**src/rtl/udc_bus_sequencer_pkg.sv**
```systemverilog
// Shared types and constants for the updown-counter chip-select bus sequencer.
package udc_pkg;

   // Native data width of the counter bus; request structs carry this many bits.
   localparam int UDC_DATA_W = 8;

   // Counter register map, {A1,A0}
   localparam logic [1:0] ADDR_LOAD = 2'd0;
   localparam logic [1:0] ADDR_CTRL = 2'd1;
   localparam logic [1:0] ADDR_STAT = 2'd2;
   localparam logic [1:0] ADDR_CNT  = 2'd3;

   typedef enum logic [2:0] {
      IDLE,
      SETUP,
      STROBE,
      HOLD,
      START
   } seq_state_t;

   typedef struct packed {
      logic                  wr;
      logic [1:0]            addr;
      logic [UDC_DATA_W-1:0] wdata;
   } req_t;

   function automatic int max2(input int a, input int b);
      return (a > b) ? a : b;
   endfunction

endpackage

```
**src/rtl/udc_bus_sequencer_if.sv**
```systemverilog
// Host/self-test request ports, response, start control and counter bus pins.
interface udc_bus_sequencer_if #(
   parameter int DATA_W = 8
);
   logic              req0_valid;
   logic              req0_ready;
   logic              req0_wr;
   logic [1:0]        req0_addr;
   logic [DATA_W-1:0] req0_wdata;

   logic              req1_valid;
   logic              req1_ready;
   logic              req1_wr;
   logic [1:0]        req1_addr;
   logic [DATA_W-1:0] req1_wdata;

   logic              start_req;

   logic              rsp_valid;
   logic              rsp_id;
   logic [DATA_W-1:0] rsp_rdata;

   logic [DATA_W-1:0] bus_rdata;
   logic              ncs;
   logic              nrd;
   logic              nwr;
   logic              A0;
   logic              A1;
   logic [DATA_W-1:0] din;
   logic              start_in;

   // Sequencer side: owns the strobes, readies and responses.
   modport master (
      input  req0_valid, req0_wr, req0_addr, req0_wdata,
      input  req1_valid, req1_wr, req1_addr, req1_wdata,
      input  start_req, bus_rdata,
      output req0_ready, req1_ready,
      output rsp_valid, rsp_id, rsp_rdata,
      output ncs, nrd, nwr, A0, A1, din, start_in
   );

   // Requester/counter side.
   modport slave (
      output req0_valid, req0_wr, req0_addr, req0_wdata,
      output req1_valid, req1_wr, req1_addr, req1_wdata,
      output start_req, bus_rdata,
      input  req0_ready, req1_ready,
      input  rsp_valid, rsp_id, rsp_rdata,
      input  ncs, nrd, nwr, A0, A1, din, start_in
   );

endinterface

```
**src/rtl/udc_bus_sequencer_rr_arb2.sv**
```systemverilog
// Two-way round-robin arbiter; the requester not served last wins a tie.
module udc_rr_arb2 (
   input  logic       clk,
   input  logic       reset,
   input  logic [1:0] valid,
   input  logic       en,
   output logic [1:0] ready,
   output logic       grant
);

   logic rr_last;

   // Prefer the requester that was not served last; fall back to the other.
   always_comb begin
      grant = valid[~rr_last] ? ~rr_last : rr_last;
      ready = 2'b00;
      if (en && valid[grant]) ready[grant] = 1'b1;
   end

   // Remember who was served; reset to 1 so requester 0 wins first.
   always_ff @(posedge clk or posedge reset) begin
      if (reset)       rr_last <= 1'b1;
      else if (|ready) rr_last <= grant;
   end

endmodule

```
**src/rtl/udc_bus_sequencer.sv**
```systemverilog
// Chip-select bus sequencer for the updown counter: arbitrates two requesters,
// times ncs/nrd/nwr/address/data phases, returns responses, pulses start_in.
module udc_bus_sequencer
   import udc_pkg::*;
#(
   parameter int DATA_W     = UDC_DATA_W,
   parameter int SETUP_CYC  = 1,
   parameter int STROBE_CYC = 2,
   parameter int HOLD_CYC   = 1,
   parameter int START_W    = 2
) (
   input  logic                 clk,
   input  logic                 reset,
   udc_bus_sequencer_if.master  bus
);

   // One down-counter times every phase, so it is sized for the longest one.
   localparam int MAX_CYC = max2(max2(SETUP_CYC, STROBE_CYC), max2(HOLD_CYC, START_W));
   localparam int CNT_W   = $clog2(MAX_CYC + 1);

   seq_state_t       state, state_nx;
   logic [CNT_W-1:0] cnt, cnt_nx;
   logic             start_pend;
   logic             go_start;
   logic             arb_en;
   logic [1:0]       arb_ready;
   logic             arb_grant;
   logic             accept;
   req_t             req_sel;
   req_t             lat;
   logic             lat_id;
   logic             rsp_valid_q;
   logic             rsp_id_q;
   logic [DATA_W-1:0] rsp_rdata_q;

   // A start request, pending or arriving now, beats any bus request in IDLE.
   assign go_start = (state == IDLE) && (start_pend || bus.start_req);
   assign arb_en   = (state == IDLE) && !start_pend && !bus.start_req;
   assign accept   = |arb_ready;

   udc_rr_arb2 u_arb (
      .clk   (clk),
      .reset (reset),
      .valid ({bus.req1_valid, bus.req0_valid}),
      .en    (arb_en),
      .ready (arb_ready),
      .grant (arb_grant)
   );

   assign bus.req0_ready = arb_ready[0];
   assign bus.req1_ready = arb_ready[1];

   // Select the granted requester's fields for latching.
   always_comb begin
      req_sel = '0;
      if (arb_grant) begin
         req_sel.wr    = bus.req1_wr;
         req_sel.addr  = bus.req1_addr;
         req_sel.wdata = UDC_DATA_W'(bus.req1_wdata);
      end else begin
         req_sel.wr    = bus.req0_wr;
         req_sel.addr  = bus.req0_addr;
         req_sel.wdata = UDC_DATA_W'(bus.req0_wdata);
      end
   end

   // State and phase counter registers.
   always_ff @(posedge clk or posedge reset) begin
      if (reset) begin
         state <= IDLE;
         cnt   <= '0;
      end else begin
         state <= state_nx;
         cnt   <= cnt_nx;
      end
   end

   // Phase sequencing; each phase loads its length minus one and counts to zero.
   always_comb begin
      state_nx = state;
      cnt_nx   = cnt;
      case (state)
         IDLE: begin
            if (go_start) begin
               state_nx = START;
               cnt_nx   = CNT_W'(START_W - 1);
            end else if (accept) begin
               state_nx = SETUP;
               cnt_nx   = CNT_W'(SETUP_CYC - 1);
            end
         end
         SETUP: begin
            if (cnt == '0) begin
               state_nx = STROBE;
               cnt_nx   = CNT_W'(STROBE_CYC - 1);
            end else cnt_nx = cnt - CNT_W'(1);
         end
         STROBE: begin
            if (cnt == '0) begin
               state_nx = HOLD;
               cnt_nx   = CNT_W'(HOLD_CYC - 1);
            end else cnt_nx = cnt - CNT_W'(1);
         end
         HOLD: begin
            if (cnt == '0) state_nx = IDLE;
            else           cnt_nx   = cnt - CNT_W'(1);
         end
         START: begin
            if (cnt == '0) state_nx = IDLE;
            else           cnt_nx   = cnt - CNT_W'(1);
         end
         default: state_nx = IDLE;
      endcase
   end

   // Start requests merge while pending; entering START consumes the pending one.
   always_ff @(posedge clk or posedge reset) begin
      if (reset)              start_pend <= 1'b0;
      else if (go_start)      start_pend <= 1'b0;
      else if (bus.start_req) start_pend <= 1'b1;
   end

   // Latch the accepted transaction; reads drive zero onto din.
   always_ff @(posedge clk or posedge reset) begin
      if (reset) begin
         lat    <= '0;
         lat_id <= 1'b0;
      end else if (accept) begin
         lat.wr    <= req_sel.wr;
         lat.addr  <= req_sel.addr;
         lat.wdata <= req_sel.wr ? req_sel.wdata : '0;
         lat_id    <= arb_grant;
      end
   end

   // Capture read data at the edge ending the last strobe cycle; the response
   // pulse therefore lands in the first HOLD cycle.
   always_ff @(posedge clk or posedge reset) begin
      if (reset) begin
         rsp_valid_q <= 1'b0;
         rsp_id_q    <= 1'b0;
         rsp_rdata_q <= '0;
      end else begin
         rsp_valid_q <= 1'b0;
         if (state == STROBE && cnt == '0) begin
            rsp_valid_q <= 1'b1;
            rsp_id_q    <= lat_id;
            rsp_rdata_q <= lat.wr ? '0 : bus.bus_rdata;
         end
      end
   end

   assign bus.rsp_valid = rsp_valid_q;
   assign bus.rsp_id    = rsp_id_q;
   assign bus.rsp_rdata = rsp_rdata_q;

   // Strobes decode straight from the state register so reset releases them at once.
   assign bus.ncs      = !(state == SETUP || state == STROBE || state == HOLD);
   assign bus.nwr      = !(state == STROBE && lat.wr);
   assign bus.nrd      = !(state == STROBE && !lat.wr);
   assign bus.A0       = lat.addr[0];
   assign bus.A1       = lat.addr[1];
   assign bus.din      = DATA_W'(lat.wdata);
   assign bus.start_in = (state == START);

endmodule

```
**src/flat_wrapper.sv**
```systemverilog
// flat-port wrapper written by rule: the top's interface ports become plain ports
module udc_bus_sequencer_flat import udc_pkg::*;
#(
   parameter int DATA_W     = UDC_DATA_W,
   parameter int SETUP_CYC  = 1,
   parameter int STROBE_CYC = 2,
   parameter int HOLD_CYC   = 1,
   parameter int START_W    = 2
)
  (clk, reset, bus_req0_valid, bus_req0_wr, bus_req0_addr, bus_req0_wdata, bus_req1_valid, bus_req1_wr, bus_req1_addr, bus_req1_wdata, bus_start_req, bus_bus_rdata, bus_req0_ready, bus_req1_ready, bus_rsp_valid, bus_rsp_id, bus_rsp_rdata, bus_ncs, bus_nrd, bus_nwr, bus_A0, bus_A1, bus_din, bus_start_in);
  udc_bus_sequencer_if #(.DATA_W(DATA_W)) bus_i ();
  input  logic clk;
  input  logic reset;
  input wire logic [$bits(bus_i.req0_valid)-1:0] bus_req0_valid;
  input wire logic [$bits(bus_i.req0_wr)-1:0] bus_req0_wr;
  input wire logic [$bits(bus_i.req0_addr)-1:0] bus_req0_addr;
  input wire logic [$bits(bus_i.req0_wdata)-1:0] bus_req0_wdata;
  input wire logic [$bits(bus_i.req1_valid)-1:0] bus_req1_valid;
  input wire logic [$bits(bus_i.req1_wr)-1:0] bus_req1_wr;
  input wire logic [$bits(bus_i.req1_addr)-1:0] bus_req1_addr;
  input wire logic [$bits(bus_i.req1_wdata)-1:0] bus_req1_wdata;
  input wire logic [$bits(bus_i.start_req)-1:0] bus_start_req;
  input wire logic [$bits(bus_i.bus_rdata)-1:0] bus_bus_rdata;
  output wire logic [$bits(bus_i.req0_ready)-1:0] bus_req0_ready;
  output wire logic [$bits(bus_i.req1_ready)-1:0] bus_req1_ready;
  output wire logic [$bits(bus_i.rsp_valid)-1:0] bus_rsp_valid;
  output wire logic [$bits(bus_i.rsp_id)-1:0] bus_rsp_id;
  output wire logic [$bits(bus_i.rsp_rdata)-1:0] bus_rsp_rdata;
  output wire logic [$bits(bus_i.ncs)-1:0] bus_ncs;
  output wire logic [$bits(bus_i.nrd)-1:0] bus_nrd;
  output wire logic [$bits(bus_i.nwr)-1:0] bus_nwr;
  output wire logic [$bits(bus_i.A0)-1:0] bus_A0;
  output wire logic [$bits(bus_i.A1)-1:0] bus_A1;
  output wire logic [$bits(bus_i.din)-1:0] bus_din;
  output wire logic [$bits(bus_i.start_in)-1:0] bus_start_in;
  assign bus_i.req0_valid = bus_req0_valid;
  assign bus_i.req0_wr = bus_req0_wr;
  assign bus_i.req0_addr = bus_req0_addr;
  assign bus_i.req0_wdata = bus_req0_wdata;
  assign bus_i.req1_valid = bus_req1_valid;
  assign bus_i.req1_wr = bus_req1_wr;
  assign bus_i.req1_addr = bus_req1_addr;
  assign bus_i.req1_wdata = bus_req1_wdata;
  assign bus_i.start_req = bus_start_req;
  assign bus_i.bus_rdata = bus_bus_rdata;
  assign bus_req0_ready = bus_i.req0_ready;
  assign bus_req1_ready = bus_i.req1_ready;
  assign bus_rsp_valid = bus_i.rsp_valid;
  assign bus_rsp_id = bus_i.rsp_id;
  assign bus_rsp_rdata = bus_i.rsp_rdata;
  assign bus_ncs = bus_i.ncs;
  assign bus_nrd = bus_i.nrd;
  assign bus_nwr = bus_i.nwr;
  assign bus_A0 = bus_i.A0;
  assign bus_A1 = bus_i.A1;
  assign bus_din = bus_i.din;
  assign bus_start_in = bus_i.start_in;
  udc_bus_sequencer #(.DATA_W(DATA_W), .SETUP_CYC(SETUP_CYC), .STROBE_CYC(STROBE_CYC), .HOLD_CYC(HOLD_CYC), .START_W(START_W)) u_core (.clk(clk), .reset(reset), .bus(bus_i));
endmodule
```
**config.mk**
```make
export PLATFORM = sky130hd
export DESIGN_NAME = udc_bus_sequencer_flat
export DESIGN_NICKNAME = d
export VERILOG_FILES = /design/src/rtl/udc_bus_sequencer_pkg.sv /design/src/rtl/udc_bus_sequencer_if.sv /design/src/rtl/udc_bus_sequencer_rr_arb2.sv /design/src/rtl/udc_bus_sequencer.sv /design/src/flat_wrapper.sv
export SDC_FILE = /design/constraint.sdc
export NUM_CORES = 1
export LEC_CHECK = 0
export BUFFER_PORTS_ARGS = -buffer_cell sky130_fd_sc_hd__clkbuf_2
export CORE_MARGIN = 3
export CORE_UTILIZATION = 30
export DETAILED_ROUTE_END_ITERATION = 7
export PLACE_DENSITY_LB_ADDON = 0.25
export RECOVER_POWER = 50
export SLEW_MARGIN = 15
export SYNTH_ARGS = -nofsm -noshare
export SYNTH_HDL_FRONTEND = slang
export SYNTH_SLANG_ARGS = --single-unit
```
**constraint.sdc**
```tcl
create_clock -name clk -period 2 [get_ports clk]
set_clock_uncertainty 0.05 [all_clocks]
set_input_delay 0.1 -clock clk [delete_from_list [all_inputs] [get_ports clk]]
set_output_delay 0.1 -clock clk [all_outputs]
set_load 0.005 [all_outputs]
```
==> impl_metrics.env <==
export IMPL_worstPathCellList="nor2_2, nand3b_2, nor2_1, clkbuf_2"
export IMPL_cts_buffer_depth=2
export IMPL_vias=1243
export IMPL_syn_instance_count=162
export IMPL_clock_sinks=29
export IMPL_dp_hpwl_um=2538
export IMPL_first_pass_iters=4
export IMPL_p_leak_nw=1.033
export IMPL_area_growth_pct=27.05
export IMPL_crit_type="reg2out"
export IMPL_coreArea_mm2=0.004880
export IMPL_worstMarginPinSlew_ns=0.7295
export IMPL_routed_wl_um=3396
export IMPL_setup_viol=0
export IMPL_drc=0
export IMPL_cap_violations=0
export IMPL_rows=25
export IMPL_grt_max_degree=30
export IMPL_yosysWarningCount=0
export IMPL_viasPerCell=4.286
export IMPL_n_antenna_cell=0
export IMPL_cp_slowest_cell="dfrtp_1"
export IMPL_critPathLaunchType="register"
export IMPL_seq_area_um2=726.9
export IMPL_grtUsageTotal_pct=11.73
export IMPL_cts_root_buf="clkbuf_8"
export IMPL_rsz0062_at_grt="no"
export IMPL_holdPathStages=3
export IMPL_holdWs_ns=0.006215
export IMPL_post_cts_buffers=0
export IMPL_numCtsBuffers=5
export IMPL_io_buffer_count=60
export IMPL_clk_latency_ns=0.27
export IMPL_vdd_drop_max_mv=0.5111
export IMPL_io_pins=61
export IMPL_nets=260
export IMPL_totalPowerFinal_w=0.002678
export IMPL_drive_above_1_share_pct=36.32
export IMPL_drtAntennaViolNets=0
export IMPL_die_h_um=78.41
export IMPL_setup_tns_ns=0
export IMPL_syn_nets=200
export IMPL_critPathArrivalTime_ns=1.70
export IMPL_post_drt_wl_per_cell_um=11.71
export IMPL_slew_headroom_pct=51.37
export IMPL_ys_ff_latch=29
export IMPL_r2r_start="u_core.cnt[0]$_DFFE_PP0P_"
export IMPL_cts_tree="done"
export IMPL_grt_pass1_vias=1210
export IMPL_cts_resized=0
export IMPL_antenna_found_initial=0
export IMPL_synthesis_area_mm2=0.001573
export IMPL_gp_congestion=0.7679
export IMPL_reg2reg_depth=6
export IMPL_synth_distinct_cells=37
export IMPL_critPathMaxStageDelay_ns=0.53
export IMPL_initial_core_util_pct=32.23
export IMPL_critPathMaxFanout=13
export IMPL_min_period_over_period_pct=92.35
export IMPL_hp_start="bus_bus_rdata[2]"
export IMPL_period_needed_ns=1.847
export IMPL_fin_area_mm2=0.001998
export IMPL_postPlaceCellArea_mm2=0.001889
export IMPL_grt_pass1_wl_um=5768
export IMPL_ys_seq_area_share_pct=46.22
export IMPL_required_ns=1.85
export IMPL_dieArea_mm2=0.006147
export IMPL_cp_end_kind="output pin"
export IMPL_clk_pin_slew_ns=0.07
export IMPL_grt_ovfl_total=0
export IMPL_initialDrtViolationCount=49
export IMPL_cts_htree_levels=2
export IMPL_hp_class="in2reg"
export IMPL_synth_avg_cell_area_um2=9.708
export IMPL_fp_dieW_um=78.41
export IMPL_r2r_end="u_core.cnt[0]$_DFFE_PP0P_"
export IMPL_powerDensity_mw_per_mm2=1340
export IMPL_min_to="u_core.bus.rsp_rdata[2]$_DFFE_PP0P_"
export IMPL_clock_fmax_mhz=541.4
export IMPL_status="completed"
export IMPL_fillCellCount=526
export IMPL_rrSetupSlack_ns=0.27
export IMPL_hold_viol_final=0
export IMPL_multi_input_area_um2=718.2
export IMPL_drv_slew=0
## synth_stat cells
master,number,area (um2)
a2111oi_0,1,8.760
a21bo_1,1,10.01
a21o_1,2,15.01
a21o_4,1,15.01
a21oi_1,4,20.02
a21oi_2,1,8.760
and3_4,1,11.26
and3b_1,2,17.52
buf_2,3,15.01
buf_4,10,75.07
buf_6,1,11.26
clkbuf_1,1,3.750
dfrtp_1,28,700.7
dfstp_2,1,26.28
ha_1,3,37.54
inv_1,6,22.52
mux2_1,1,11.26
mux2_4,1,15.01
mux2i_1,10,100.1
nand2_1,28,105.1
nand2b_1,10,62.56
nand3_1,4,20.02
nand3_2,1,10.01
nand3b_1,2,15.01
nand3b_2,1,11.26
nor2_1,4,15.01
nor2_2,2,12.51
nor3_1,1,5.000
nor3_4,1,16.27
o21ai_0,3,15.01
o21ai_1,20,100.1
o221ai_1,1,8.760
o311ai_1,1,8.760
o32a_2,1,11.26
or2_2,1,6.260
or2b_1,1,7.510
xor2_1,2,17.52
## sequential cells by signal, indices dropped and copies added, names as in the netlist, 2 cells and up
| register | flops |
|---|---|
| u_core.state | 3 |
| u_core.cnt | 2 |
| u_core.bus.rsp_rdata | 8 |
| u_core.bus.din | 8 |
## metrics by stage
step | util [%] | instances | setup WS (ns)
finish | 40.95 | 290 | 0.1530
detailed placement | 38.72 | 279 | 0.2656
global route | 40.95 | 290 | 0.008637
floorplan | - | 162 | 0.3975
global placement | 38.72 | 279 | 0.3029
CTS | 41.10 | 290 | 0.1314
## worst max-delay path: cells and delay by family, from the launching register on
| family | cells | cell delay (ns) |
|---|---|---|
| DFF | 1 | 0.53 |
| and+or+nand+nor | 3 | 0.75 |
| buffers and inverters | 1 | 0.14 |
## report_power, final
group          internal, W  switching (W)
combinational     0.000580       0.000556
sequential        0.000863       0.000211
clock             0.000240       0.000229
total              0.00168       0.000995
## layer usage
metal	wire length (um)	share of wire [%]	vias to the layer above	global-route usage, %
met2	1632	48	29	18.58
met4	15	0.44	0	3.147
met5	0	0	-	0
met1	1563	46	549	15.70
met3	185	5.4	2	3.326
li1	-	-	663	-
## cells in the final DEF (no fill, tap or decap), types with 2 or more instances in the layout
cell | Yosys | final
nand2_1 | 28 | 28
clkinv_2 | 0 | 2
nand2b_1 | 10 | 10
mux2i_1 | 10 | 10
clkbuf_8 | 0 | 5
clkbuf_1 | 1 | 4
nand3b_1 | 2 | 2
inv_1 | 6 | 6
a21oi_1 | 4 | 4
xor2_1 | 2 | 2
dfrtp_1 | 28 | 28
o21ai_0 | 3 | 3
a21o_1 | 2 | 2
buf_4 | 10 | 4
o21ai_1 | 20 | 20
dlygate4sd3_1 | 0 | 3
ha_1 | 3 | 3
nor2_1 | 4 | 4
nor2_2 | 2 | 2
clkbuf_2 | 0 | 57
nand3_1 | 4 | 4
and3b_1 | 2 | 2
## how the worst max path moves through the flow
stage | start | end | slack, ns | cells past startpoint
4_1_cts | u_core.state[0]$_DFFE_PP0P_ | bus_req0_ready | 0.13 | 4
6_report | u_core.state[0]$_DFFE_PP0P_ | bus_req0_ready | 0.15 | 4
2_1_floorplan | u_core.cnt[0]$_DFFE_PP0P_ | u_core.cnt[0]$_DFFE_PP0P_ | 0.40 | 6
5_1_grt | u_core.state[0]$_DFFE_PP0P_ | bus_req0_ready | 0.009 | 4
3_5_place_dp | u_core.cnt[0]$_DFFE_PP0P_ | u_core.cnt[0]$_DFFE_PP0P_ | 0.27 | 6
3_3_place_gp | u_core.cnt[0]$_DFFE_PP0P_ | u_core.cnt[0]$_DFFE_PP0P_ | 0.30 | 6
## kinds of logic after synthesis
family          synth area share, %
simple gates                  20.05
compound gates                14.08
flops                         46.22
buf+inv                       8.114
mux                           8.035
fa+ha+maj                     2.387
xor+xnor                      1.114
## repair_timing
| action | CTS | global route |
|---|---|---|
| hold buffers | 3 | 0 |
| endpoints found under the setup margin | 0 | 0 |
| endpoints found under the hold margin | 30 | 0 |
## area by class of cell
| cell class | instances | share of cell area (%) |
|---|---|---|
| Multi-Input combinational cell | 112 | 35.94 |
| Timing Repair Buffer | 68 | 18.03 |
| Tap cell | 67 | 4.195 |
| Clock buffer | 5 | 3.444 |
| Clock inverter | 3 | 0.8766 |
| Sequential cell | 29 | 36.38 |
| Inverter | 6 | 1.127 |
No activity file was read; power rests on OpenSTA's default activity.
